## src/rtl/core_pkg.sv

```systemverilog
// Shared definitions for the RV32I multi-cycle core: sequencer states, opcodes, counter widths.
package core_pkg;

    localparam int INSTRET_W = 32;
    localparam int WAIT_W    = 8;

    typedef enum logic [2:0] {
        ST_IDLE   = 3'd0,
        ST_FETCH  = 3'd1,
        ST_DECODE = 3'd2,
        ST_EXEC   = 3'd3,
        ST_MEM    = 3'd4,
        ST_WB     = 3'd5,
        ST_HALT   = 3'd6,
        ST_ERR    = 3'd7
    } seq_state_t;

    localparam logic [6:0] OP_LUI    = 7'b0110111;
    localparam logic [6:0] OP_AUIPC  = 7'b0010111;
    localparam logic [6:0] OP_JAL    = 7'b1101111;
    localparam logic [6:0] OP_JALR   = 7'b1100111;
    localparam logic [6:0] OP_BRANCH = 7'b1100011;
    localparam logic [6:0] OP_LOAD   = 7'b0000011;
    localparam logic [6:0] OP_STORE  = 7'b0100011;
    localparam logic [6:0] OP_IMM    = 7'b0010011;
    localparam logic [6:0] OP_REG    = 7'b0110011;

    function automatic logic op_is_legal(input logic [6:0] op);
        return op inside {OP_LUI, OP_AUIPC, OP_JAL, OP_JALR, OP_BRANCH,
                          OP_LOAD, OP_STORE, OP_IMM, OP_REG};
    endfunction

    function automatic logic op_is_mem(input logic [6:0] op);
        return (op == OP_LOAD) || (op == OP_STORE);
    endfunction

endpackage

```

## src/rtl/core_sequencer_if.sv

```systemverilog
// Sequencer-facing bundle: run control, decoder enables, data-memory handshake, datapath strobes, status.
interface core_sequencer_if;
    import core_pkg::*;

    logic                 start;
    logic                 resume;
    logic                 halt_req;
    logic                 clr_err;
    logic                 illegal;
    logic                 dec_we_regfile;
    logic                 dec_we_datamem;
    logic                 dec_re_datamem;
    logic                 mem_ack;
    logic                 mem_req;
    logic                 ir_load;
    logic                 we_pc;
    logic                 we_regfile;
    logic                 we_datamem;
    logic                 re_datamem;
    logic                 busy;
    logic                 halted;
    logic                 err;
    logic [2:0]           state;
    logic [INSTRET_W-1:0] instret;

    modport master (
        input  start, resume, halt_req, clr_err,
        input  illegal, dec_we_regfile, dec_we_datamem, dec_re_datamem,
        input  mem_ack,
        output mem_req, ir_load, we_pc, we_regfile, we_datamem, re_datamem,
        output busy, halted, err, state, instret
    );

    modport slave (
        output start, resume, halt_req, clr_err,
        output illegal, dec_we_regfile, dec_we_datamem, dec_re_datamem,
        output mem_ack,
        input  mem_req, ir_load, we_pc, we_regfile, we_datamem, re_datamem,
        input  busy, halted, err, state, instret
    );

endinterface

```

## src/rtl/core_sequencer_mem_wait_timer.sv

```systemverilog
// Purpose: counts MEM cycles without ack and flags the last permitted one.
// Latency: expire is combinational from the registered count and en.
// Backpressure: none; clr has priority over en.
module mem_wait_timer
    import core_pkg::*;
#(
    parameter int unsigned MEM_TIMEOUT = 15
) (
    input  logic clk,
    input  logic rst_n,
    input  logic clr,
    input  logic en,
    output logic expire
);

    localparam logic [WAIT_W-1:0] LAST = WAIT_W'(MEM_TIMEOUT - 1);

    logic [WAIT_W-1:0] count;

    always_ff @(posedge clk or negedge rst_n) begin
        if (!rst_n) begin
            count <= '0;
        end else if (clr) begin
            count <= '0;
        end else if (en) begin
            count <= count + WAIT_W'(1);
        end
    end

    assign expire = (count == LAST) & en;

endmodule

```

## src/rtl/core_sequencer.sv

```systemverilog
// Purpose: steps each instruction through FETCH/DECODE/EXEC/[MEM]/WB and gates decoder enables per stage.
// Latency: 4 cycles per ALU instruction, 5+N for memory ops (N = MEM cycles before mem_ack).
// Backpressure: MEM holds mem_req until mem_ack; too many unacked cycles trap to ERR.
module core_sequencer
    import core_pkg::*;
#(
    parameter int unsigned MEM_TIMEOUT = 15
) (
    input  logic             clk,
    input  logic             rst_n,
    core_sequencer_if.master bus
);

    seq_state_t           state_q;
    seq_state_t           state_d;
    logic                 halt_pending_q;
    logic [INSTRET_W-1:0] instret_q;
    logic                 in_mem;
    logic                 running;
    logic                 wait_clr;
    logic                 wait_expire;

    assign in_mem   = (state_q == ST_MEM);
    assign running  = state_q inside {ST_FETCH, ST_DECODE, ST_EXEC, ST_MEM, ST_WB};
    assign wait_clr = ~in_mem | bus.mem_ack;

    mem_wait_timer #(
        .MEM_TIMEOUT (MEM_TIMEOUT)
    ) u_wait (
        .clk    (clk),
        .rst_n  (rst_n),
        .clr    (wait_clr),
        .en     (in_mem),
        .expire (wait_expire)
    );

    always_ff @(posedge clk or negedge rst_n) begin
        if (!rst_n) begin
            state_q <= ST_IDLE;
        end else begin
            state_q <= state_d;
        end
    end

    always_comb begin
        state_d = state_q;
        case (state_q)
            ST_IDLE:   if (bus.start) state_d = ST_FETCH;
            ST_FETCH:  state_d = ST_DECODE;
            ST_DECODE: state_d = bus.illegal ? ST_ERR : ST_EXEC;
            ST_EXEC:   state_d = (bus.dec_we_datamem | bus.dec_re_datamem) ? ST_MEM : ST_WB;
            ST_MEM: begin
                // ack beats the timeout when both land in the same cycle
                if (bus.mem_ack) begin
                    state_d = ST_WB;
                end else if (wait_expire) begin
                    state_d = ST_ERR;
                end
            end
            ST_WB:     state_d = (halt_pending_q | bus.halt_req) ? ST_HALT : ST_FETCH;
            ST_HALT:   if (bus.resume) state_d = ST_FETCH;
            ST_ERR:    if (bus.clr_err) state_d = ST_IDLE;
            default:   state_d = ST_IDLE;
        endcase
    end

    always_comb begin
        bus.ir_load    = 1'b0;
        bus.we_pc      = 1'b0;
        bus.we_regfile = 1'b0;
        bus.we_datamem = 1'b0;
        bus.re_datamem = 1'b0;
        bus.mem_req    = 1'b0;
        bus.halted     = 1'b0;
        bus.err        = 1'b0;
        case (state_q)
            ST_FETCH: bus.ir_load = 1'b1;
            ST_MEM: begin
                bus.mem_req    = 1'b1;
                bus.we_datamem = bus.dec_we_datamem;
                bus.re_datamem = bus.dec_re_datamem;
            end
            ST_WB: begin
                bus.we_pc      = 1'b1;
                bus.we_regfile = bus.dec_we_regfile;
            end
            ST_HALT:  bus.halted = 1'b1;
            ST_ERR:   bus.err    = 1'b1;
            default:  ;
        endcase
        bus.busy    = running;
        bus.state   = state_q;
        bus.instret = instret_q;
    end

    // A halt request outlives only the instruction it arrived during; leaving the run states drops it.
    always_ff @(posedge clk or negedge rst_n) begin
        if (!rst_n) begin
            halt_pending_q <= 1'b0;
        end else if (!running || (state_q == ST_WB)) begin
            halt_pending_q <= 1'b0;
        end else if (bus.halt_req) begin
            halt_pending_q <= 1'b1;
        end
    end

    always_ff @(posedge clk or negedge rst_n) begin
        if (!rst_n) begin
            instret_q <= '0;
        end else if (state_q == ST_WB) begin
            instret_q <= instret_q + INSTRET_W'(1);
        end
    end

endmodule

```

## src/flat_wrapper.sv

```systemverilog
// flat-port wrapper written by rule: the top's interface ports become plain ports
module core_sequencer_flat import core_pkg::*;
#(
    parameter int unsigned MEM_TIMEOUT = 15
)
  (clk, rst_n, bus_start, bus_resume, bus_halt_req, bus_clr_err, bus_illegal, bus_dec_we_regfile, bus_dec_we_datamem, bus_dec_re_datamem, bus_mem_ack, bus_mem_req, bus_ir_load, bus_we_pc, bus_we_regfile, bus_we_datamem, bus_re_datamem, bus_busy, bus_halted, bus_err, bus_state, bus_instret);
  core_sequencer_if bus_i ();
  input  logic clk;
  input  logic rst_n;
  input wire logic [$bits(bus_i.start)-1:0] bus_start;
  input wire logic [$bits(bus_i.resume)-1:0] bus_resume;
  input wire logic [$bits(bus_i.halt_req)-1:0] bus_halt_req;
  input wire logic [$bits(bus_i.clr_err)-1:0] bus_clr_err;
  input wire logic [$bits(bus_i.illegal)-1:0] bus_illegal;
  input wire logic [$bits(bus_i.dec_we_regfile)-1:0] bus_dec_we_regfile;
  input wire logic [$bits(bus_i.dec_we_datamem)-1:0] bus_dec_we_datamem;
  input wire logic [$bits(bus_i.dec_re_datamem)-1:0] bus_dec_re_datamem;
  input wire logic [$bits(bus_i.mem_ack)-1:0] bus_mem_ack;
  output wire logic [$bits(bus_i.mem_req)-1:0] bus_mem_req;
  output wire logic [$bits(bus_i.ir_load)-1:0] bus_ir_load;
  output wire logic [$bits(bus_i.we_pc)-1:0] bus_we_pc;
  output wire logic [$bits(bus_i.we_regfile)-1:0] bus_we_regfile;
  output wire logic [$bits(bus_i.we_datamem)-1:0] bus_we_datamem;
  output wire logic [$bits(bus_i.re_datamem)-1:0] bus_re_datamem;
  output wire logic [$bits(bus_i.busy)-1:0] bus_busy;
  output wire logic [$bits(bus_i.halted)-1:0] bus_halted;
  output wire logic [$bits(bus_i.err)-1:0] bus_err;
  output wire logic [$bits(bus_i.state)-1:0] bus_state;
  output wire logic [$bits(bus_i.instret)-1:0] bus_instret;
  assign bus_i.start = bus_start;
  assign bus_i.resume = bus_resume;
  assign bus_i.halt_req = bus_halt_req;
  assign bus_i.clr_err = bus_clr_err;
  assign bus_i.illegal = bus_illegal;
  assign bus_i.dec_we_regfile = bus_dec_we_regfile;
  assign bus_i.dec_we_datamem = bus_dec_we_datamem;
  assign bus_i.dec_re_datamem = bus_dec_re_datamem;
  assign bus_i.mem_ack = bus_mem_ack;
  assign bus_mem_req = bus_i.mem_req;
  assign bus_ir_load = bus_i.ir_load;
  assign bus_we_pc = bus_i.we_pc;
  assign bus_we_regfile = bus_i.we_regfile;
  assign bus_we_datamem = bus_i.we_datamem;
  assign bus_re_datamem = bus_i.re_datamem;
  assign bus_busy = bus_i.busy;
  assign bus_halted = bus_i.halted;
  assign bus_err = bus_i.err;
  assign bus_state = bus_i.state;
  assign bus_instret = bus_i.instret;
  core_sequencer #(.MEM_TIMEOUT(MEM_TIMEOUT)) u_core (.clk(clk), .rst_n(rst_n), .bus(bus_i));
endmodule
```

## config.mk

```make
export PLATFORM = sky130hd
export DESIGN_NAME = core_sequencer_flat
export DESIGN_NICKNAME = d
export VERILOG_FILES = /design/src/rtl/core_pkg.sv /design/src/rtl/core_sequencer_if.sv /design/src/rtl/core_sequencer_mem_wait_timer.sv /design/src/rtl/core_sequencer.sv /design/src/flat_wrapper.sv
export SDC_FILE = /design/constraint.sdc
export NUM_CORES = 1
export LEC_CHECK = 0
export CELL_PAD_IN_SITES_DETAIL_PLACEMENT = 1
export CELL_PAD_IN_SITES_GLOBAL_PLACEMENT = 2
export CORE_MARGIN = 3
export CORE_UTILIZATION = 30
export CTS_CLUSTER_DIAMETER = 120
export DETAILED_ROUTE_END_ITERATION = 16
export PLACE_DENSITY = 0.77
export SETUP_SLACK_MARGIN = 0.2
export SYNTH_ARGS = -nofsm -noshare
export SYNTH_HDL_FRONTEND = slang
export SYNTH_HIERARCHICAL = 1
export SYNTH_SLANG_ARGS = --single-unit
```

## constraint.sdc

```tcl
create_clock -name clk -period 2.35 [get_ports clk]
set_clock_uncertainty 0.05 [all_clocks]
set_input_delay 0.47 -clock clk [delete_from_list [all_inputs] [get_ports clk]]
set_output_delay 0.47 -clock clk [all_outputs]
set_load 0.005 [all_outputs]
```

## Word level (Yosys, flattened, before mapping)

Cells that the tools add are included.
Widths: inputs -> output; s select.

- Logic and storage cells: 51
- Bits in registers: 44
- Output and inout bits: 44
- Bits of input ports: 11

- Eq/ne operators: 12
- Reduce and logical (&&, ||, !) cells: 7
- Add/sub/neg operators: 2
- Mux-type cells: 21
- Bitwise logic cells: 5

Operators by type and width:

| kind | number |
|---|---|
| $add 32x1->32 const B | 1 |
| $pmux 3 s8 | 1 |
| $mux 3 | 7 |
| $mux 8 | 2 |
| $eq 3x3->1 const B | 4 |
| $mux 1 | 11 |
| $add 8x1->8 const B | 1 |
| $eq 8x4->1 const B | 1 |
| $eq 3x2->1 const B | 2 |
| $ne 2x2->1 const B | 3 |
| $reduce_bool 5->1 | 1 |
| $reduce_and 4->1 | 1 |
| $reduce_bool 2->1 | 2 |
| $eq 3x1->1 const B | 1 |
| $logic_not 3->1 | 1 |
| $ne 3x3->1 const B | 1 |
| $or 1x1->1 | 3 |
| $and 1x1->1 | 1 |
| $logic_not 1->1 | 1 |
| $logic_or 1x1->1 | 1 |
| $not 1->1 | 1 |

## Depth between registers and ports, before layout

Gate-level depths: netlist of run 1.

- Word-level depth: 5
- Gate-level depth with buffers: 11
- Mapped depth without buffers: 9

## Hierarchy

The synthesis of run 1 kept the hierarchy.

By module, submodules not included:

| module | seq. area each (µm²) | area each (µm²) | cells each | times used |
|---|---|---|---|---|
| core_sequencer | 900.9 | 1824.2 | 176 | 1 |
| mem_wait_timer | 200.2 | 410.4 | 41 | 1 |

## Worst setup path before layout of run 1

OpenSTA, ideal clock, no wires.

- Path type: register to register
- From: register u_core.state_q[0], in the netlist u_core/bus.state[0]
- To: register u_core.state_q[2], in the netlist u_core/bus.state[2]
- Path slack: 0.210 ns
- Required time: 2.184 ns
- Cell stages (with the launch flop): 12
- Period minus slack after synthesis: 2.140 ns
- Setup time: 0.116 ns
- Arrival time: 1.974 ns
- Cells stage by stage: dfrtp_1 clkbuf_1 nor2_1 nand2_1 inv_1 buf_4 nand3_1 nor3_1 o21ai_0 a32oi_1 o21ai_0 o311ai_0

- Cells in the longest elaborated chain, start to end: 4
- Elaborated cells on any way between the ends: 15
- Classes of those cells: eq/ne: 11; mux: 1; bitwise: 1; reduce/logical: 2

Ends and longest elaborated chain:

| what | RTL line | source |
|---|---|---|
| start: declaration | core_sequencer.sv:14 | `seq_state_t state_q;` |
| start signal: assignment | core_sequencer.sv:41 | `state_q <= state_d;` |
| $eq 3x3->1 | core_sequencer.sv:23 | `assign in_mem = (state_q == ST_MEM);` |
| $and 1x1->1 | core_sequencer_mem_wait_timer.sv:30 | `assign expire = (count == LAST) & en;` |
| net u_core.wait_expire | core_sequencer.sv:21 | `logic wait_expire;` |
| $ne 3x3->1 (no source line) | -- |  |
| $reduce_and 4->1 (no source line) | -- |  |

The timed path passes the listed nets, and every way through them passes these cells.
A chain may end at the register's enable or synchronous reset.

## Final worst setup path of run 1

- From: register u_core.state_q[1], in the netlist u_core/bus.state[1]
- To: output port bus_state[1]

RTL lines:

| what | RTL line | source |
|---|---|---|
| end: declaration | flat_wrapper.sv:28 | `output wire logic [$bits(bus_i.state)-1:0] bus_state;` |

No word-level cell between the ends.

==> flow_metrics.env, run 1 <==
export IMPL_grt_setup_unrepaired="true"
export IMPL_grtUsageTotal=0.147
export IMPL_dieArea_um2=8520
export IMPL_setup_viol=0
export IMPL_clock_path_buffers=2
export IMPL_area_delta_synth_final_pct=43.9
export IMPL_clk_latency_ps=300
export IMPL_r2r_end="u_core/bus.instret[29]"
export IMPL_port_buffers=54
export IMPL_ys_ff_latch=44
export IMPL_required_ps=1830
export IMPL_wirelength_um=6030
export IMPL_fin_nets=309
export IMPL_dp_hpwl_um=4130
export IMPL_worstRegToRegCells=4
export IMPL_cp_max_fo=6
export IMPL_fill_cells=812
export IMPL_cap_viol_max_count=0
export IMPL_viasPerCell=4.86
export IMPL_first_global_vias=2041
export IMPL_grt_remaining_overflow=0
export IMPL_initial_utilization=0.318
export IMPL_status="finished clean"
export IMPL_fp_dieW_um=92.3
export IMPL_firstDrtPassIters=4
export IMPL_syn_inst=217
export IMPL_antenna_diode_count=0
export IMPL_period_minus_slack_ps=2120
export IMPL_syn_area_um2=2230
export IMPL_grt_max_degree=27
export IMPL_cts_tree="done"
export IMPL_ys_seq_area_frac=0.493
export IMPL_wire_per_inst_um=15.4
export IMPL_worstPathArrival_ps=1600
export IMPL_max_slew_margin=0.651
export IMPL_drive_gt1_frac=0.179
export IMPL_fin_tns_setup_ps=0
export IMPL_cts_root_buf="clkbuf_8"
export IMPL_critical_path_endpoint_type="output pin"
export IMPL_cts_sinks=44
export IMPL_io_pins=55
export IMPL_rows=30
export IMPL_dieHeight_um=92.3
export IMPL_clk_pin_slew_ps=90
export IMPL_drc=0
export IMPL_mappedNetlistNets=231
export IMPL_mostFrequentLayoutCell="clkdlybuf4s50_1"
export IMPL_fin_crit_sh=0.903
export IMPL_peakVddDrop_mv=0.370
export IMPL_synthFlopType="dfrtp_1"
export IMPL_total_power_mw=2.55
export IMPL_ant_nets=0
export IMPL_r2r_start="u_core/bus.state[1]"
export IMPL_synth_edf_count=0
export IMPL_antenna_found_initial=0
export IMPL_p_per_area_nw_per_um2=792
export IMPL_routabilityCongestion=0.751
export IMPL_layout_common_cells="44 x clkdlybuf4s50_1, 41 x dfrtp_1, 22 x buf_4"
export IMPL_max_freq_ghz=0.471
export IMPL_drt_initial_drc_count=43
export IMPL_hold_viol_final=0
export IMPL_p_leak_nw=1.50
export IMPL_async_reset_ff_frac=1.00
export IMPL_path_class="flip-flop to output pin"
export IMPL_cts_hold_buf=0
export IMPL_via_count=1907
export IMPL_critPathLaunch="u_core/bus.state[1]"
export IMPL_coreArea_um2=7020
export IMPL_start_kind="flip-flop"
export IMPL_cts_inserted_buffers=5
export IMPL_htree_levels=2
export IMPL_report_final_slew_viol_count=0
export IMPL_ys_types=39
export IMPL_min_path_type="input port to asynchronous set/reset pin"
export IMPL_final_core_util=0.458
export IMPL_yosys_warnings=6
export IMPL_postSynthAreaPerCell_um2=10.3
export IMPL_rrSetupSlack_ps=310
export IMPL_grt_first_pass_wirelength_um=10100
export IMPL_worstMarginPinSlew_ps=521
==> layer usage <==
layer	GRT usage	vias to the layer above	wire [µm]
met4	0.0334	0	23
met2	0.257	40	3020
met3	0.0349	2	243
li1	-	921	-
met5	0	-	0
met1	0.182	944	2740
==> area by class of cell <==
type	count	area, µm²	share of cell area
clock buffers	6	72.6	0.0226
multi-input cells	158	1100	0.342
repair buffers	80	759	0.236
well taps	96	120	0.0374
flip-flops and latches	44	1100	0.344
clock inverters	2	35.0	0.0109
inverters	6	25.0	0.00778
==> metrics by stage <==
step / hold slack (ps) / std cells / cell area [µm²] / worst slack (ps)
final: 85.1 / 392 / 3220 / 229
after global routing: 103 / 392 / 3220 / 150
after CTS: 102 / 385 / 3140 / 135
after detailed placement: 417 / 368 / 2930 / 213
after global placement: 405 / 368 / 2930 / 257
after floorplan: 124 / 217 / 2230 / 210
==> where the power goes <==
group          total (mW)  switching (mW)  internal [mW]
Combinational        1.02           0.423          0.595
Clock               0.591           0.275          0.316
Sequential          0.937           0.101          0.837
==> worst max-delay path: stages (launching register included) <==
cell	delay, ps
dfrtp_2	450
buf_4	150
buf_6	120
buf_4	140
clkdlybuf4s50_1	440
==> cells by family after synthesis <==
group           count (synthesis)  share of synthesized area
compound gates                 18                     0.0482
mux                             1                    0.00448
buf+inv                        15                     0.0308
flops                          44                      0.493
xor+xnor                       36                      0.141
simple gates                  100                      0.266
fa+ha+maj                       3                     0.0168
==> worst max path at each step <==
stage                             endpoint  slack (ps)  depth (start not counted)
detailed placement  u_core/bus.instret[29]         210                          4
floorplan              u_core/bus.state[2]         210                         11
global route                      bus_busy         150                          6
CTS                         bus_we_regfile         140                          4
global placement            bus_re_datamem         260                          3
finish                        bus_state[1]         230                          4
==> synth_stat cells (2+ instances only) <==
| master | number | area share |
|---|---|---|
| nor2b_1 | 2 | 0.0056 |
| nor2_1 | 15 | 0.025 |
| nand2b_1 | 2 | 0.0056 |
| ha_1 | 3 | 0.017 |
| nor4_1 | 4 | 0.011 |
| nor3_1 | 5 | 0.011 |
| and4_1 | 3 | 0.012 |
| clkbuf_1 | 6 | 0.010 |
| a21oi_1 | 5 | 0.011 |
| inv_1 | 6 | 0.010 |
| nor4_2 | 3 | 0.017 |
| nand4_1 | 9 | 0.025 |
| nand3_1 | 17 | 0.038 |
| xor2_1 | 17 | 0.067 |
| or3_1 | 4 | 0.011 |
| dfrtp_1 | 44 | 0.49 |
| and3_1 | 10 | 0.028 |
| nand2_1 | 14 | 0.024 |
| and2_1 | 2 | 0.0056 |
| xnor2_1 | 19 | 0.074 |
| o21ai_0 | 8 | 0.018 |
| o311ai_0 | 2 | 0.0078 |
==> flip-flops by register name, summed over array words and instances, names as in the netlist <==
name,count
u_core/bus.instret,32
u_core/halt_pending_q,1
u_core/u_wait/count,8
u_core/bus.state,3
==> repair_timing <==
action | CTS | global route
pin swaps | 1 | 1
hold endpoints to repair | 0 | 0
endpoints found under the setup margin | 13 | 11
cloned | 0 | 0
setup buffers | 9 | 7
gates resized for setup | 15 | 11
(Power assumes the default switching activity.)
==> run 2, diff against run 1 <==
--- a/config.mk
+++ b/config.mk
@@ -11,6 +11,7 @@
 export CORE_UTILIZATION = 30
 export CTS_CLUSTER_DIAMETER = 120
 export DETAILED_ROUTE_END_ITERATION = 16
+export GPL_TIMING_DRIVEN = 0
 export PLACE_DENSITY = 0.77
 export SETUP_SLACK_MARGIN = 0.2
 export SYNTH_ARGS = -nofsm -noshare
==> run 2 against run 1 <==
Against the previous run: cell area increased by 2.1%; routed wire length decreased by 3.0%; first-iteration DRC count is 16% lower; via count up 1.8%; sequential power barely moved; sequential cell count unchanged; critical path type is now flip-flop to flip-flop.
==> flow_metrics.env, run 2 (synthesis results as in run 1) <==
export IMPL_worstRegToRegCells=7
export IMPL_critPathLaunch="u_core/bus.state[1]"
export IMPL_internal_power_mw=1.81
export IMPL_max_slew_margin=0.594
export IMPL_firstDrtPassIters=2
export IMPL_grt_max_degree=32
export IMPL_min_path_type="input port to asynchronous set/reset pin"
export IMPL_coreArea_um2=7020
export IMPL_fill_cells=805
export IMPL_area_delta_synth_final_pct=46.9
export IMPL_rows=30
export IMPL_cp_endpoint="u_core/bus.instret[30]"
export IMPL_fp_dieW_um=92.3
export IMPL_grt_first_pass_wirelength_um=9850
export IMPL_dieHeight_um=92.3
export IMPL_r2r_end="u_core/bus.instret[30]"
export IMPL_rrSetupSlack_ps=190
export IMPL_cap_viol_max_count=0
export IMPL_cts_root_buf="clkbuf_8"
export IMPL_p_clk_frac=0.235
export IMPL_dp_worst_setup_slack_ps=-344
export IMPL_period_minus_slack_ps=2160
export IMPL_seq_area_um2=1100
export IMPL_timing_hold_ws_ps=6.61
export IMPL_placed_cell_area_um2=2910
export IMPL_drive_gt1_frac=0.187
export IMPL_antenna_found_initial=0
export IMPL_io_pins=55
export IMPL_cp_max_fo=7
export IMPL_ant_nets=0
export IMPL_grt_setup_unrepaired="true"
export IMPL_first_global_vias=2054
export IMPL_path_class="flip-flop to flip-flop"
export IMPL_clk_latency_ps=300
export IMPL_seqPwrFrac=0.353
export IMPL_htree_levels=2
export IMPL_dp_cells=368
export IMPL_finish_instance_area_um2=3280
export IMPL_fin_crit_sh=0.919
export IMPL_cts_tree="done"
export IMPL_antenna_diode_count=0
export IMPL_critical_path_endpoint_type="flip-flop"
export IMPL_layout_common_cells="45 x clkdlybuf4s50_1, 41 x dfrtp_1, 19 x xnor2_1"
export IMPL_dp_hpwl_um=3970
export IMPL_largest_reg_flops=32
export IMPL_port_buffers=54
export IMPL_status="finished clean"
export IMPL_mostFrequentLayoutCell="clkdlybuf4s50_1"
export IMPL_dieArea_um2=8520
export IMPL_via_count=1941
export IMPL_setup_viol=0
export IMPL_fin_ws_ps=190
export IMPL_required_ps=2540
export IMPL_clk_pin_slew_ps=90
export IMPL_cts_sinks=44
export IMPL_wire_per_inst_um=14.8
export IMPL_report_final_slew_viol_count=0
export IMPL_r2r_start="u_core/bus.state[1]"
export IMPL_wirelength_um=5850
export IMPL_clock_path_buffers=2
export IMPL_fin_nets=312
export IMPL_viasPerCell=4.91
export IMPL_drt_initial_drc_count=36
export IMPL_swShare=0.315
export IMPL_drc=0
export IMPL_switchingPower_uw=833
export IMPL_grtUsageTotal=0.141
export IMPL_combinationalPowerShare=0.411
export IMPL_worstPathArrival_ps=2350
export IMPL_p_per_area_nw_per_um2=806
export IMPL_grt_remaining_overflow=0
export IMPL_cts_inserted_buffers=5
export IMPL_hold_viol_final=0
export IMPL_total_power_mw=2.65
export IMPL_worstMarginPinSlew_ps=607
export IMPL_routabilityCongestion=0.728
export IMPL_peakVddDrop_mv=0.436
export IMPL_p_leak_nw=1.49
export IMPL_stdcell_count=395
export IMPL_initial_utilization=0.318
export IMPL_max_freq_ghz=0.463
export IMPL_start_kind="flip-flop"
export IMPL_multi_input_area_um2=1130
-- run 2: final cells by class --
cell class / instances / share of cell area
buffer: 9 / 0.0240
clock buffer: 6 / 0.0252
clock inverter: 2 / 0.0118
inverter: 6 / 0.00762
multi-input combinational: 158 / 0.345
sequential: 44 / 0.337
tap: 96 / 0.0366
timing repair buffer: 74 / 0.213
-- run 2: how the worst min path moves through the flow --
| stage | start | endpoint | slack (ps) | cells after the start |
|---|---|---|---|---|
| 3_5_place_dp | rst_n | u_core/bus.instret[29] | 350 | 1 |
| 3_3_place_gp | u_core/bus.instret[31] | u_core/bus.instret[31] | 410 | 1 |
| 6_report | rst_n | u_core/bus.instret[29] | 7 | 1 |
| 2_1_floorplan | rst_n | u_core/bus.instret[0] | 120 | 0 |
| 4_1_cts | rst_n | u_core/bus.instret[29] | 8 | 1 |
| 5_1_grt | rst_n | u_core/bus.instret[29] | 10 | 1 |
-- run 2: critical path, cell delays in order, from the launching register on --
cell and delay, ps:
dfrtp_1 420, buf_4 150, buf_4 130, nand4b_1 230, or3_1 380, clkbuf_1 230, nor4_1 350, xor2_1 170
-- run 2: per-stage QoR --
stage          setup TNS [ps]   util
2_1_floorplan               0      -
3_5_place_dp             -800  0.415
4_1_cts                     0  0.452
5_1_grt                     0  0.468
3_3_place_gp           -23450  0.412
6_report                    0  0.468
-- run 2: per-layer routing --
layer  track usage  up-vias  wire, µm
met5             0        -         0
met4        0.0408        0        76
met3        0.0292        8       222
met2         0.247       42      2950
met1         0.175      967      2600
li1              -      924         -
-- run 2: repair_timing --
action,in CTS,in global routing
endpoints found under the setup margin,15,15
hold buffers,0,0
pin swaps,3,5
gates resized for setup,26,15
gates cloned,0,0
buffers inserted,11,8
-- run 2: power groups by stage --
stage                     sequential [mW]  combinational (mW)  clock, mW
after floorplan                     0.929               0.364          0
after global placement              0.954               0.711          0
after detailed placement            0.950               0.715          0
after CTS                           0.926               0.947      0.646
after global routing                0.950                1.19      0.679
final                               0.935                1.09      0.623
